==> src/rtl/lpc_reg_arbiter.sv <==
// Two-requester (Host / Bmc) arbiter for the 32 x 8-bit LPC register bank.
// Fixed 3-cycle transaction: IDLE grant -> ACCESS write strobe -> DONE ack/read.
module lpc_reg_arbiter #(
  parameter int          NUM_REGS = 32,
  parameter logic [7:0]  OOR_DATA = 8'hFF
) (
  input  logic         LpcClock,
  input  logic         PciReset,
  input  logic         HostReq,
  input  logic         HostWr,
  input  logic [7:0]   HostAddr,
  input  logic [7:0]   HostWrData,
  output logic         HostAck,
  output logic [7:0]   HostRdData,
  input  logic         BmcReq,
  input  logic         BmcWr,
  input  logic [7:0]   BmcAddr,
  input  logic [7:0]   BmcWrData,
  output logic         BmcAck,
  output logic [7:0]   BmcRdData,
  input  logic [255:0] RegFile,
  output logic [7:0]   Addr,
  output logic         Wr,
  output logic [7:0]   DataWrSW,
  output logic         AddrErr,
  output logic         Busy
);

  typedef enum logic [1:0] {
    IDLE   = 2'd0,
    ACCESS = 2'd1,
    DONE   = 2'd2
  } state_t;

  localparam logic [8:0] NUM_REGS_W = 9'(NUM_REGS);

  state_t     state, state_nxt;
  logic       grant;
  logic       pick_bmc;
  logic [7:0] sel_addr;
  logic       last_bmc;
  logic       gnt_bmc;
  logic       wr_q;
  logic       oor_q;
  logic [7:0] addr_q;
  logic [7:0] data_q;
  logic [7:0] host_rd_q;
  logic [7:0] bmc_rd_q;
  logic [7:0] rd_live;
  logic       done;

  // Under contention the requester that did not get the previous grant wins.
  always_comb begin
    state_nxt = state;
    grant     = 1'b0;
    pick_bmc  = BmcReq & (~HostReq | ~last_bmc);
    case (state)
      IDLE: begin
        if (HostReq || BmcReq) begin
          grant     = 1'b1;
          state_nxt = ACCESS;
        end
      end
      ACCESS:  state_nxt = DONE;
      DONE:    state_nxt = IDLE;
      default: state_nxt = IDLE;
    endcase
  end

  assign sel_addr = pick_bmc ? BmcAddr : HostAddr;

  always_ff @(posedge LpcClock) begin
    if (PciReset) begin
      state     <= IDLE;
      last_bmc  <= 1'b1;
      gnt_bmc   <= 1'b0;
      wr_q      <= 1'b0;
      oor_q     <= 1'b0;
      addr_q    <= 8'h00;
      data_q    <= 8'h00;
      host_rd_q <= 8'h00;
      bmc_rd_q  <= 8'h00;
    end else begin
      state <= state_nxt;
      if (grant) begin
        last_bmc <= pick_bmc;
        gnt_bmc  <= pick_bmc;
        wr_q     <= pick_bmc ? BmcWr : HostWr;
        addr_q   <= sel_addr;
        data_q   <= pick_bmc ? BmcWrData : HostWrData;
        oor_q    <= ({1'b0, sel_addr} >= NUM_REGS_W);
      end
      if (state == DONE) begin
        if (gnt_bmc) bmc_rd_q  <= rd_live;
        else         host_rd_q <= rd_live;
      end
    end
  end

  // Read data is taken in DONE so a write returns the bank's post-write value.
  assign rd_live = oor_q ? OOR_DATA : RegFile[{addr_q[4:0], 3'b000} +: 8];

  assign done       = (state == DONE) & ~PciReset;
  assign Wr         = (state == ACCESS) & wr_q & ~oor_q & ~PciReset;
  assign Addr       = addr_q;
  assign DataWrSW   = data_q;
  assign Busy       = (state != IDLE);
  assign HostAck    = done & ~gnt_bmc;
  assign BmcAck     = done & gnt_bmc;
  assign AddrErr    = done & oor_q;
  assign HostRdData = HostAck ? rd_live : host_rd_q;
  assign BmcRdData  = BmcAck ? rd_live : bmc_rd_q;

endmodule

==> config.mk <==
export PLATFORM = sky130hd
export DESIGN_NAME = lpc_reg_arbiter
export DESIGN_NICKNAME = d
export VERILOG_FILES = /design/src/rtl/lpc_reg_arbiter.sv
export SDC_FILE = /design/constraint.sdc
export NUM_CORES = 1
export LEC_CHECK = 0
export CAP_MARGIN = 20
export CORE_AREA = 10 10 120 122
export CTS_BUF_LIST = sky130_fd_sc_hd__clkbuf_16
export DETAILED_ROUTE_END_ITERATION = 12
export DIE_AREA = 0 0 130 132
export GPL_ROUTABILITY_DRIVEN = 0
export GPL_TIMING_DRIVEN = 1
export PLACE_DENSITY_LB_ADDON = 0.05
export RECOVER_POWER = 100
export REMOVE_ABC_BUFFERS = 1
export SYNTH_ARGS = -nofsm -noshare
export SYNTH_HDL_FRONTEND = slang
export SYNTH_SLANG_ARGS = --single-unit
==> constraint.sdc <==
create_clock -name LpcClock -period 3.9 [get_ports LpcClock]
set_input_delay 0.585 -clock LpcClock [delete_from_list [all_inputs] [get_ports LpcClock]]
set_output_delay 0.585 -clock LpcClock [all_outputs]
set_load 0.005 [all_outputs]
==> out/qor_table.md, run 1 <==
| Stage | Metric | Value |
| --- | --- | --- |
| timing | Final period utilization | 94.6% |
| clock network | Root cell of the clock tree | clkbuf_16 |
| clock network | Hold bufs inserted after CTS | 0 |
| synthesis | Number of warnings issued by yosys | 0 |
| hold path | Type of the worst min-delay path | register to register |
| setup path | Critical Path End Type | output pin |
| grt | Total routing resource utilization after global routing | 23.2% |
| clock network | Post-CTS repair timing setup buffer count | 0 |
| timing | Slew Viols, Final | 0 |
| clock network | Clock Path Buffers | 2 |
| layout | Synth-to-Final Area Change | 90.0% |
| timing | Slew at the pin closest to its max-slew limit | 1110 ps |
| synthesis | Async set or reset register ratio after synthesis | 0% |
| floorplanning | Rows | 40 |
| power and ir drop | Areal power density over the cells | 255 nW/um^2 |
| layout | Net count reported at finish | 1005 |
| setup path | Required time at the endpoint of the critical path | 3310 ps |
| setup path | Cell Chain, Critical Path | buf_12 -> mux4_2 -> a22o_1 -> o32ai_2 -> a21oi_1 -> clkdlybuf4s50_1 |
| grt | Global-route wire length before repair | 30.4 mm |
| clock network | Number of buffers created by CTS | 5 |
| layout | Fraction of final layout cells with drive strength greater than 1 | 15.6% |
| detailed routing | Drc violations | 0 |
| power and ir drop | Maximum vdd drop | 0.000219 V |
| grt | Via count of the first global-routing pass | 5144 |
| clock network | Count of instances resized after the clock tree is built | 0 |
| detailed routing | Remaining number of nets flagged by the antenna check after routing | 0 |
| clock network | Clock-pin slew of the registers on the worst-case setup and hold paths | 60 ps |
| place | IO buf count | 330 |
| synthesis | Gate Count Post-Synth | 399 |
| layout | Fill cells | 967 |
| synthesis | Sequential cell area fraction in the yosys report | 19.2% |
| setup path | Signal arrival time at the worst endpoint | 3110 ps |
| power and ir drop | Power after layout | 0.00192 W |
| setup path | Largest stage delay, worst path | 710 ps |
| synthesis | Commonest register cell after synthesis | dfxtp_1 |
| power and ir drop | Leakage | 2.66 nW |
| run status | Status | finished, final reports clean |
| grt | Number of antenna violations at the first check in global routing | 1 |
| timing | Headroom to the max-slew limit | 26.3% |
| detailed routing | Detailed Routing Iterations Pass 1 | 5 |
| setup path | Cell at the slowest stage of the critical path | dfxtp_4 |
| clock network | CTS HTree Levels | 2 |
| detailed routing | Vias | 4649 |
| floorplanning | Die Wd | 130 um |
| timing | Count of final hold-check violations | 0 |
| floorplanning | Standard cell core area | 11900 um^2 |
| place | Placed wire-length estimate after detailed placement | 17.9 mm |
| synthesis | Mean instance size in the synthesized netlist | 9.95 um^2 |
| grt | Pin count of the biggest net entering global routing | 35 |
| setup path | Crit-path max FO | 30 |
| floorplanning | Vertical extent of the die | 132 um |
| timing | Unrepaired setup endpoints after global routing | no |
| floorplanning | Starting Density | 33.3% |
| synthesis | EDFF count, synth | 0 |
| timing | Min Clock Period, post-route | 3690 ps |
| detailed routing | Total detailed-routing wirelength | 20.6 mm |
| layout | Antenna fix cells | 0 |
| layout | Final standard cell utilization of the core | 63.3% |
| timing | Highest attainable clock frequency | 271 MHz |
| timing | Number of setup violations in the final report | 0 |
| clock network | TritonCTS clock tree | yes |
| layout | Most common library cell in the layout ignoring fill and taps | clkdlybuf4s50_1 |
| clock network | Number of clock sinks | 38 |
| detailed routing | Routed wire per std cell | 23.9 um |
| place | Worst slack after detailed placement | 457 ps |
| floorplanning | Die Outline Area | 17200 um^2 |
| detailed routing | Iter 0 DRT Violations | 286 |
| synthesis | Cell Area, Synth | 3970 um^2 |
| detailed routing | Post-detailed-route via-to-cell ratio | 5.41 |
| synthesis | Number of library cell types mapped by synthesis | 36 |
| flow run | Max cap viols | 0 |
| grt | Total gr overflow | 0 |
| floorplanning | Number of primary I/O pins | 331 |
| setup path | Crit path kind | register to output pin |
| synthesis | Number of storage elements in the synthesis netlist | 38 |
| layout | Highest-count cells in the layout ignoring fill and taps | clkdlybuf4s50_1 (314), a21oi_1 (57), nor2_1 (50) |
| clock network | Insertion delay to the later sink of the worst-skew pair | 280 ps |
| timing | Total negative setup slack | 0 ps |
| timing | Post-layout worst setup margin | 209 ps |
| setup path | Launching element type of the critical path | register |
| timing | Clock skew | 6.55 ps |
## worst max-delay path, delay by kind of cell, from the launching register on
| family | cells | cell delay, ps |
|---|---|---|
| multiplexers | 1 | 510 |
| flip-flops | 1 | 710 |
| buffers and inverters | 2 | 760 |
| AO/OA/AOI/OAI | 3 | 820 |
## path summary, 6_finish.rpt
kind	start	to	slack [ps]	cells past startpoint
setup / recovery	Addr[0]	BmcRdData[6]	210	6
hold / removal	state[0]	state[1]	480	2
setup reg to reg	Addr[0]	host_rd_q[6]	1470	5
hold reg to reg	state[0]	state[1]	480	2
## state kept, by name, summed over array words and instances, names as in the netlist
register and count:
gnt_bmc 1, state 2, bmc_rd_q 8, host_rd_q 8, oor_q 1, last_bmc 1, wr_q 1, Addr 8
DataWrSW 8
## area by class of cell
type	count	area, um^2	share of cell area, %
clock buffer	6	150	1.99
clock inverter	2	38.8	0.514
inverter	2	7.51	0.0996
multi-input combinational	317	2950	39.2
sequential	38	766	10.2
tap	147	184	2.44
timing repair buffer	347	3440	45.6
## metal layers
layer	track usage, %	wire length (um)	vias to the layer above
met3	8.25	2000	19
met1	24.0	7040	2201
met4	4.88	320	2
li1	-	-	2228
met2	43.1	11200	199
met5	0	13	-
## synthesized netlist by cell type, types with 2 or more instances
| master | number | area, um^2 |
|---|---|---|
| o22ai_1 | 16 | 100 |
| nor4_1 | 2 | 12.5 |
| buf_1 | 3 | 11.3 |
| clkbuf_1 | 24 | 90.1 |
| o311ai_2 | 3 | 48.8 |
| a21oi_2 | 8 | 70.1 |
| mux2_1 | 3 | 33.8 |
| a211oi_1 | 21 | 158 |
| nand2_1 | 2 | 7.51 |
| buf_12 | 2 | 40.0 |
| and2_1 | 3 | 18.8 |
| dfxtp_1 | 38 | 761 |
| nand2b_1 | 2 | 12.5 |
| mux2_2 | 26 | 293 |
| nor2_1 | 51 | 191 |
| inv_1 | 2 | 7.51 |
| buf_2 | 6 | 30.0 |
| buf_4 | 2 | 15.0 |
| o21ai_0 | 14 | 70.1 |
| nor2b_1 | 7 | 43.8 |
| nor3_1 | 3 | 15.0 |
| o32ai_2 | 5 | 81.3 |
| a22oi_1 | 4 | 30.0 |
| a22o_1 | 13 | 114 |
| o21ai_1 | 5 | 25.0 |
| a21oi_1 | 57 | 285 |
| mux4_2 | 42 | 946 |
| mux4_1 | 6 | 158 |
| o31ai_2 | 3 | 37.5 |
| mux2i_1 | 17 | 170 |
| buf_6 | 4 | 45.0 |
## metrics by stage
stage | cell area, um^2 | hold slack [ps] | std cells
final | 7540 | 476 | 859
after global routing | 7540 | 521 | 859
after CTS | 7560 | 476 | 859
after detailed placement | 7370 | 468 | 851
after global placement | 7370 | 469 | 850
after floorplan | 3720 | 448 | 357
## logic make-up after synthesis
group,synth area share [%]
AO/OA/AOI/OAI,26.3
buffers and inverters,6.40
flip-flops,19.2
multiplexers,40.3
AND/OR/NAND/NOR,7.82
## power by group
part / switching (W) / total, W / internal (W)
logic: 0.000346 / 0.000940 / 0.000595
clock network: 0.000160 / 0.000501 / 0.000341
registers: 0.0000613 / 0.000481 / 0.000419
total: 0.000567 / 0.00192 / 0.00136
Power figures use the tool's default switching activity.
==> run 2: changes to the inputs <==
--- a/config.mk
+++ b/config.mk
@@ -6,10 +6,10 @@
 export NUM_CORES = 1
 export LEC_CHECK = 0
 export CAP_MARGIN = 20
-export CORE_AREA = 10 10 120 122
+export CORE_AREA = 2 2 129 131
 export CTS_BUF_LIST = sky130_fd_sc_hd__clkbuf_16
 export DETAILED_ROUTE_END_ITERATION = 12
-export DIE_AREA = 0 0 130 132
+export DIE_AREA = 0 0 131 133
 export GPL_ROUTABILITY_DRIVEN = 0
 export GPL_TIMING_DRIVEN = 1
 export PLACE_DENSITY_LB_ADDON = 0.05
==> constraint.sdc (replaced) <==
create_clock -name LpcClock -period 3.1 [get_ports LpcClock]
set_input_delay 0.465 -clock LpcClock [delete_from_list [all_inputs] [get_ports LpcClock]]
set_output_delay 0.465 -clock LpcClock [all_outputs]
set_load 0.005 [all_outputs]
==> out/qor_table.md, run 2 (synthesis results as in run 1) <==
| Stage | Metric | Value |
| --- | --- | --- |
| run status | Status | finished, final reports clean |
| clock network | TritonCTS clock tree | yes |
| timing | Highest attainable clock frequency | 329 MHz |
| detailed routing | Routed wire per std cell | 19.8 um |
| place | Worst slack after detailed placement | -106 ps |
| place | IO buf count | 330 |
| layout | Fraction of final layout cells with drive strength greater than 1 | 21.8% |
| power and ir drop | Logic pwr share | 58.6% |
| timing | Post-layout worst setup margin | 58.6 ps |
| setup path | Largest stage delay, worst path | 490 ps |
| floorplanning | Rows | 47 |
| detailed routing | Iter 0 DRT Violations | 170 |
| setup path | Required time at the endpoint of the critical path | 2630 ps |
| detailed routing | Total detailed-routing wirelength | 19.2 mm |
| clock network | Number of buffers created by CTS | 5 |
| grt | Global-route wire length before repair | 28.5 mm |
| timing | Final period utilization | 98.1% |
| power and ir drop | Areal power density over the cells | 314 nW/um^2 |
| setup path | Cell Chain, Critical Path | buf_12 -> buf_4 -> buf_12 -> mux4_2 -> a22o_1 -> o31ai_4 -> buf_4 -> a21oi_2 -> dlygate4sd2_1 |
| timing | Clock skew | 5.47 ps |
| floorplanning | Starting Density | 24.5% |
| grt | Via count of the first global-routing pass | 5158 |
| clock network | CTS HTree Levels | 2 |
| timing | Number of setup violations in the final report | 0 |
| place | Placed wire-length estimate after detailed placement | 15.7 mm |
| timing | Headroom to the max-slew limit | 10.3% |
| detailed routing | Detailed Routing Iterations Pass 1 | 4 |
| timing | Slew Viols, Final | 0 |
| power and ir drop | Net Switching | 0.000795 W |
| power and ir drop | Maximum vdd drop | 0.000215 V |
| setup path | Bufs and invs on worst path | 5 |
| detailed routing | Post-detailed-route via-to-cell ratio | 4.91 |
| power and ir drop | Leakage | 2.97 nW |
| timing | Count of final hold-check violations | 0 |
| setup path | Cell at the slowest stage of the critical path | mux4_2 |
| grt | Total routing resource utilization after global routing | 21.5% |
| layout | Net count reported at finish | 1044 |
| grt | Pin count of the biggest net entering global routing | 35 |
| power and ir drop | Part of the power in the clock network | 19.6% |
| setup path | Crit path kind | register to output pin |
| setup path | Crit-path max FO | 6 |
| detailed routing | Drc violations | 0 |
| clock network | Number of clock sinks | 38 |
| clock network | Root cell of the clock tree | clkbuf_16 |
| hold path | Type of the worst min-delay path | register to register |
| clock network | Clock Path Buffers | 2 |
| grt | Number of antenna violations at the first check in global routing | 1 |
| setup path | Cell family with most CP delay | buffers and inverters |
| layout | Final standard cell utilization of the core | 50.1% |
| floorplanning | Standard cell core area | 16200 um^2 |
| power and ir drop | Switch share | 31.3% |
| timing | Min Clock Period, post-route | 3040 ps |
| setup path | Critical Path End Type | output pin |
| flow run | Max cap viols | 0 |
| grt | Total gr overflow | 0 |
| power and ir drop | Internal Dissipation | 0.00175 W |
| clock network | Clock-pin slew of the registers on the worst-case setup and hold paths | 60 ps |
| floorplanning | Die Wd | 131 um |
| setup path | Launching element type of the critical path | register |
| layout | Most common library cell in the layout ignoring fill and taps | clkdlybuf4s50_1 |
| detailed routing | Remaining number of nets flagged by the antenna check after routing | 0 |
| power and ir drop | Part of the power in registers | 21.8% |
| timing | Slew at the pin closest to its max-slew limit | 1350 ps |
| floorplanning | Vertical extent of the die | 133 um |
| layout | Highest-count cells in the layout ignoring fill and taps | clkdlybuf4s50_1 (301), a21oi_1 (55), nor2_1 (50) |
| layout | Synth-to-Final Area Change | 104% |
| setup path | Signal arrival time at the worst endpoint | 2580 ps |
| floorplanning | Number of primary I/O pins | 331 |
| floorplanning | Die Outline Area | 17400 um^2 |
| detailed routing | Vias | 4768 |
| clock network | Insertion delay to the later sink of the worst-skew pair | 280 ps |
## run 2: cell count changes in the layout (fill, tap and decap cells not counted), moves of 4 or more
cell             before  now
buf_12                2    8
buf_4                11   38
buf_6                 0    5
clkdlybuf4s15_1       0    4
clkdlybuf4s50_1     314  301
dlygate4sd2_1         0    7
o22ai_1              16   12
o22ai_2               0    4
## run 2: area by class of cell
class / instances / area, um^2
antenna: 1 / 2.50
clock buffer: 5 / 125
clock inverter: 3 / 16.3
fill: 1475 / 8060
inverter: 2 / 7.51
multi-input combinational: 317 / 3050
sequential: 38 / 766
tap: 220 / 275
timing repair buffer: 386 / 3860
## run 2: final timing paths
| path | from | to | slack (ps) | depth (start not counted) |
|---|---|---|---|---|
| worst min register to register | state[0] | state[1] | 490 | 2 |
| worst max-delay path | Addr[0] | BmcRdData[5] | 60 | 9 |
| worst max register to register | Addr[0] | bmc_rd_q[4] | 900 | 8 |
| worst min-delay path | state[0] | state[1] | 490 | 2 |
## run 2: per-stage QoR
step	std cells	TNS, ps	area (um^2)	hold slack (ps)	power (W)
after floorplan	357	-43750	3720	448	0.00119
after global placement	941	-411	7630	469	0.00189
after detailed placement	941	-489	7630	480	0.00191
after CTS	968	-192	8010	489	0.00253
after global routing	972	-22.4	8110	522	0.00269
final	972	0	8110	488	0.00254
## run 2: metal layers
metal	routed length (um)	global-route usage [%]	part of all wire [%]	vias to the layer above
li1	-	-	-	2304
met1	7320	24.8	38	2262
met2	10300	39.4	54	174
met3	1090	4.45	5.7	28
met4	480	6.68	2.5	0
met5	0	0	0	-
## run 2: what timing repair did
action                     in CTS  in global routing
gates cloned                    1                  1
gates resized for setup        28                 21
pin swaps                       9                  7
setup endpoints to repair      16                 10
setup buffers                  18                  2
hold buffers                    0                  0
## run 2: power by group through the flow
stage	Clock (W)	Combinational, W	Sequential (W)
final	0.000498	0.00149	0.000555
after global routing	0.000531	0.00160	0.000560
after CTS	0.000511	0.00147	0.000556
after detailed placement	0	0.00133	0.000579
after global placement	0	0.00131	0.000576
after floorplan	0	0.000551	0.000642
## run 2: worst min-delay path: stages (launching register included)
cell	delay, ps
dfxtp_1	320
inv_1	70
nor3_1	50
==> run 3: changes to the inputs <==
--- a/config.mk
+++ b/config.mk
@@ -5,7 +5,7 @@
 export SDC_FILE = /design/constraint.sdc
 export NUM_CORES = 1
 export LEC_CHECK = 0
-export CAP_MARGIN = 20
+export CAP_MARGIN = 25
 export CORE_AREA = 2 2 129 131
 export CTS_BUF_LIST = sky130_fd_sc_hd__clkbuf_16
 export DETAILED_ROUTE_END_ITERATION = 12
==> out/qor_table.md, run 3 (synthesis results as in run 1) <==
| Stage | Metric | Value |
| --- | --- | --- |
| clock network | Clock Path Buffers | 2 |
| clock network | CTS HTree Levels | 2 |
| setup path | Launch point of the worst reg-to-reg path | Addr[0] |
| power and ir drop | Switch share | 31.3% |
| power and ir drop | Part of the power in the clock network | 19.6% |
| setup path | Critical Path End Type | output pin |
| setup path | Worst reg-to-reg path cell count | 8 |
| hold path | Type of the worst min-delay path | register to register |
| timing | Final period utilization | 98.2% |
| clock network | Root cell of the clock tree | clkbuf_16 |
| timing | Highest attainable clock frequency | 328 MHz |
| detailed routing | Routed wire per std cell | 19.8 um |
| detailed routing | Vias | 4780 |
| layout | Fill cells | 1474 |
| hold path | Worst Hold Path Cells | 2 |
| detailed routing | Iter 0 DRT Violations | 172 |
| detailed routing | Detailed Routing Iterations Pass 1 | 4 |
| setup path | Required time at the endpoint of the critical path | 2630 ps |
| floorplanning | Die Outline Area | 17400 um^2 |
| clock network | Hold bufs inserted after CTS | 0 |
| clock network | Insertion delay to the later sink of the worst-skew pair | 280 ps |
| power and ir drop | Net Switching | 0.000797 W |
| floorplanning | Vertical extent of the die | 133 um |
| layout | Net count reported at finish | 1045 |
| detailed routing | Total detailed-routing wirelength | 19.3 mm |
| power and ir drop | Part of the power in registers | 21.8% |
| detailed routing | Drc violations | 0 |
| setup path | Worst setup path startpoint | Addr[0] |
| place | IO buf count | 330 |
| clock network | Number of clock sinks | 38 |
| grt | Pin count of the biggest net entering global routing | 35 |
| timing | Min Clock Period, post-route | 3040 ps |
| setup path | Crit-path max FO | 6 |
| timing | Number of setup violations in the final report | 0 |
| floorplanning | Standard cell core area | 16200 um^2 |
| clock network | Number of buffers created by CTS | 5 |
| flow run | Max cap viols | 0 |
| power and ir drop | Power after layout | 0.00255 W |
| power and ir drop | Logic pwr share | 58.7% |
| run status | Status | finished, final reports clean |
| detailed routing | Remaining number of nets flagged by the antenna check after routing | 0 |
| layout | Synth-to-Final Area Change | 104% |
| setup path | Endpoint of the lowest-slack register-to-register path | bmc_rd_q[4] |
| floorplanning | Number of primary I/O pins | 331 |
| place | Placed wire-length estimate after detailed placement | 15.7 mm |
| floorplanning | Rows | 47 |
| power and ir drop | Maximum vdd drop | 0.000216 V |
| grt | Via count of the first global-routing pass | 5158 |
| floorplanning | Starting Density | 24.5% |
| power and ir drop | Areal power density over the cells | 314 nW/um^2 |
| setup path | Reg-to-reg slack, setup | 890 ps |
| grt | Number of antenna violations at the first check in global routing | 1 |
| layout | Most common library cell in the layout ignoring fill and taps | clkdlybuf4s50_1 |
| setup path | Crit path kind | register to output pin |
| floorplanning | Die Wd | 131 um |
| timing | Slew at the pin closest to its max-slew limit | 1360 ps |
| setup path | Signal arrival time at the worst endpoint | 2580 ps |
| place | Placed cell count | 941 |
| power and ir drop | Internal Dissipation | 0.00175 W |
| power and ir drop | Leakage | 2.98 nW |
| grt | Total routing resource utilization after global routing | 21.5% |
| grt | Global-route wire length before repair | 28.5 mm |
| setup path | Launching element type of the critical path | register |
| timing | Count of final hold-check violations | 0 |
| timing | Slew Viols, Final | 0 |
| timing | Headroom to the max-slew limit | 9.09% |
| layout | Highest-count cells in the layout ignoring fill and taps | clkdlybuf4s50_1 (301), a21oi_1 (55), nor2_1 (50) |
| detailed routing | Post-detailed-route via-to-cell ratio | 4.91 |
| grt | Total gr overflow | 0 |
| layout | Fraction of final layout cells with drive strength greater than 1 | 21.9% |
| clock network | Clock-pin slew of the registers on the worst-case setup and hold paths | 60 ps |
| setup path | Worst Setup EP | BmcRdData[5] |
| timing | Clock skew | 4.94 ps |
| layout | Layout Cells excl Fill | 973 |
| clock network | TritonCTS clock tree | yes |
-- run 3: repair_timing --
item                                    4_1_cts  5_1_grt
pin swaps                                     9        7
endpoints found under the setup margin       16       10
gates resized for setup                      28       21
buffers inserted                             18        2
cloned                                        1        1
-- run 3: power groups by stage --
stage	logic [W]	clock network, W	registers [W]
5_1_grt	0.00160	0.000531	0.000560
6_report	0.00149	0.000499	0.000554
3_3_place_gp	0.00131	0	0.000576
4_1_cts	0.00147	0.000511	0.000556
3_5_place_dp	0.00133	0	0.000579
2_1_floorplan	0.000551	0	0.000642
-- run 3: metrics by stage --
stage	area (um^2)	hold slack [ps]	worst slack, ps	util [%]	TNS [ps]
floorplan	3720	448	-1590	-	-43750
global placement	7630	469	-103	47.2	-411
detailed placement	7630	480	-106	47.2	-489
CTS	8010	489	-116	49.5	-192
global route	8120	522	-22.4	50.2	-22.4
finish	8120	486	55.8	50.2	0
-- run 3: worst max-delay path: stages (launching register included) --
cell and delay, ps:
dfxtp_4 380, buf_12 120, buf_4 120, buf_12 120, mux4_2 490, a22o_1 260
o31ai_4 250, buf_4 190, a21oi_2 50, dlygate4sd2_1 310
-- run 3: how the worst min path moves through the flow --
stage	start	end	slack, ps
6_report	state[0]	state[1]	490
5_1_grt	DataWrSW[5]	DataWrSW[5]	520
4_1_cts	state[0]	state[1]	490
3_5_place_dp	state[0]	state[1]	480
3_3_place_gp	state[0]	state[1]	470
2_1_floorplan	state[0]	state[1]	450
-- run 3: final cells by class --
class                   count  area, um^2  area share [%]
clock buffers               5         125            1.54
inverters                   2        7.51          0.0925
clock inverters             3        16.3           0.200
repair buffers            387        3870            47.7
well taps                 220         275            3.39
diodes                      1        2.50          0.0308
flip-flops and latches     38         766            9.44
multi-input cells         317        3050            37.6
-- run 3: metal layers --
layer / global-route usage, % / part of all wire [%] / up-vias
met5: 0 / 0 / -
met4: 6.68 / 2.5 / 0
met3: 4.45 / 5.5 / 28
li1: - / - / 2305
met2: 39.4 / 54 / 162
met1: 24.8 / 38 / 2285
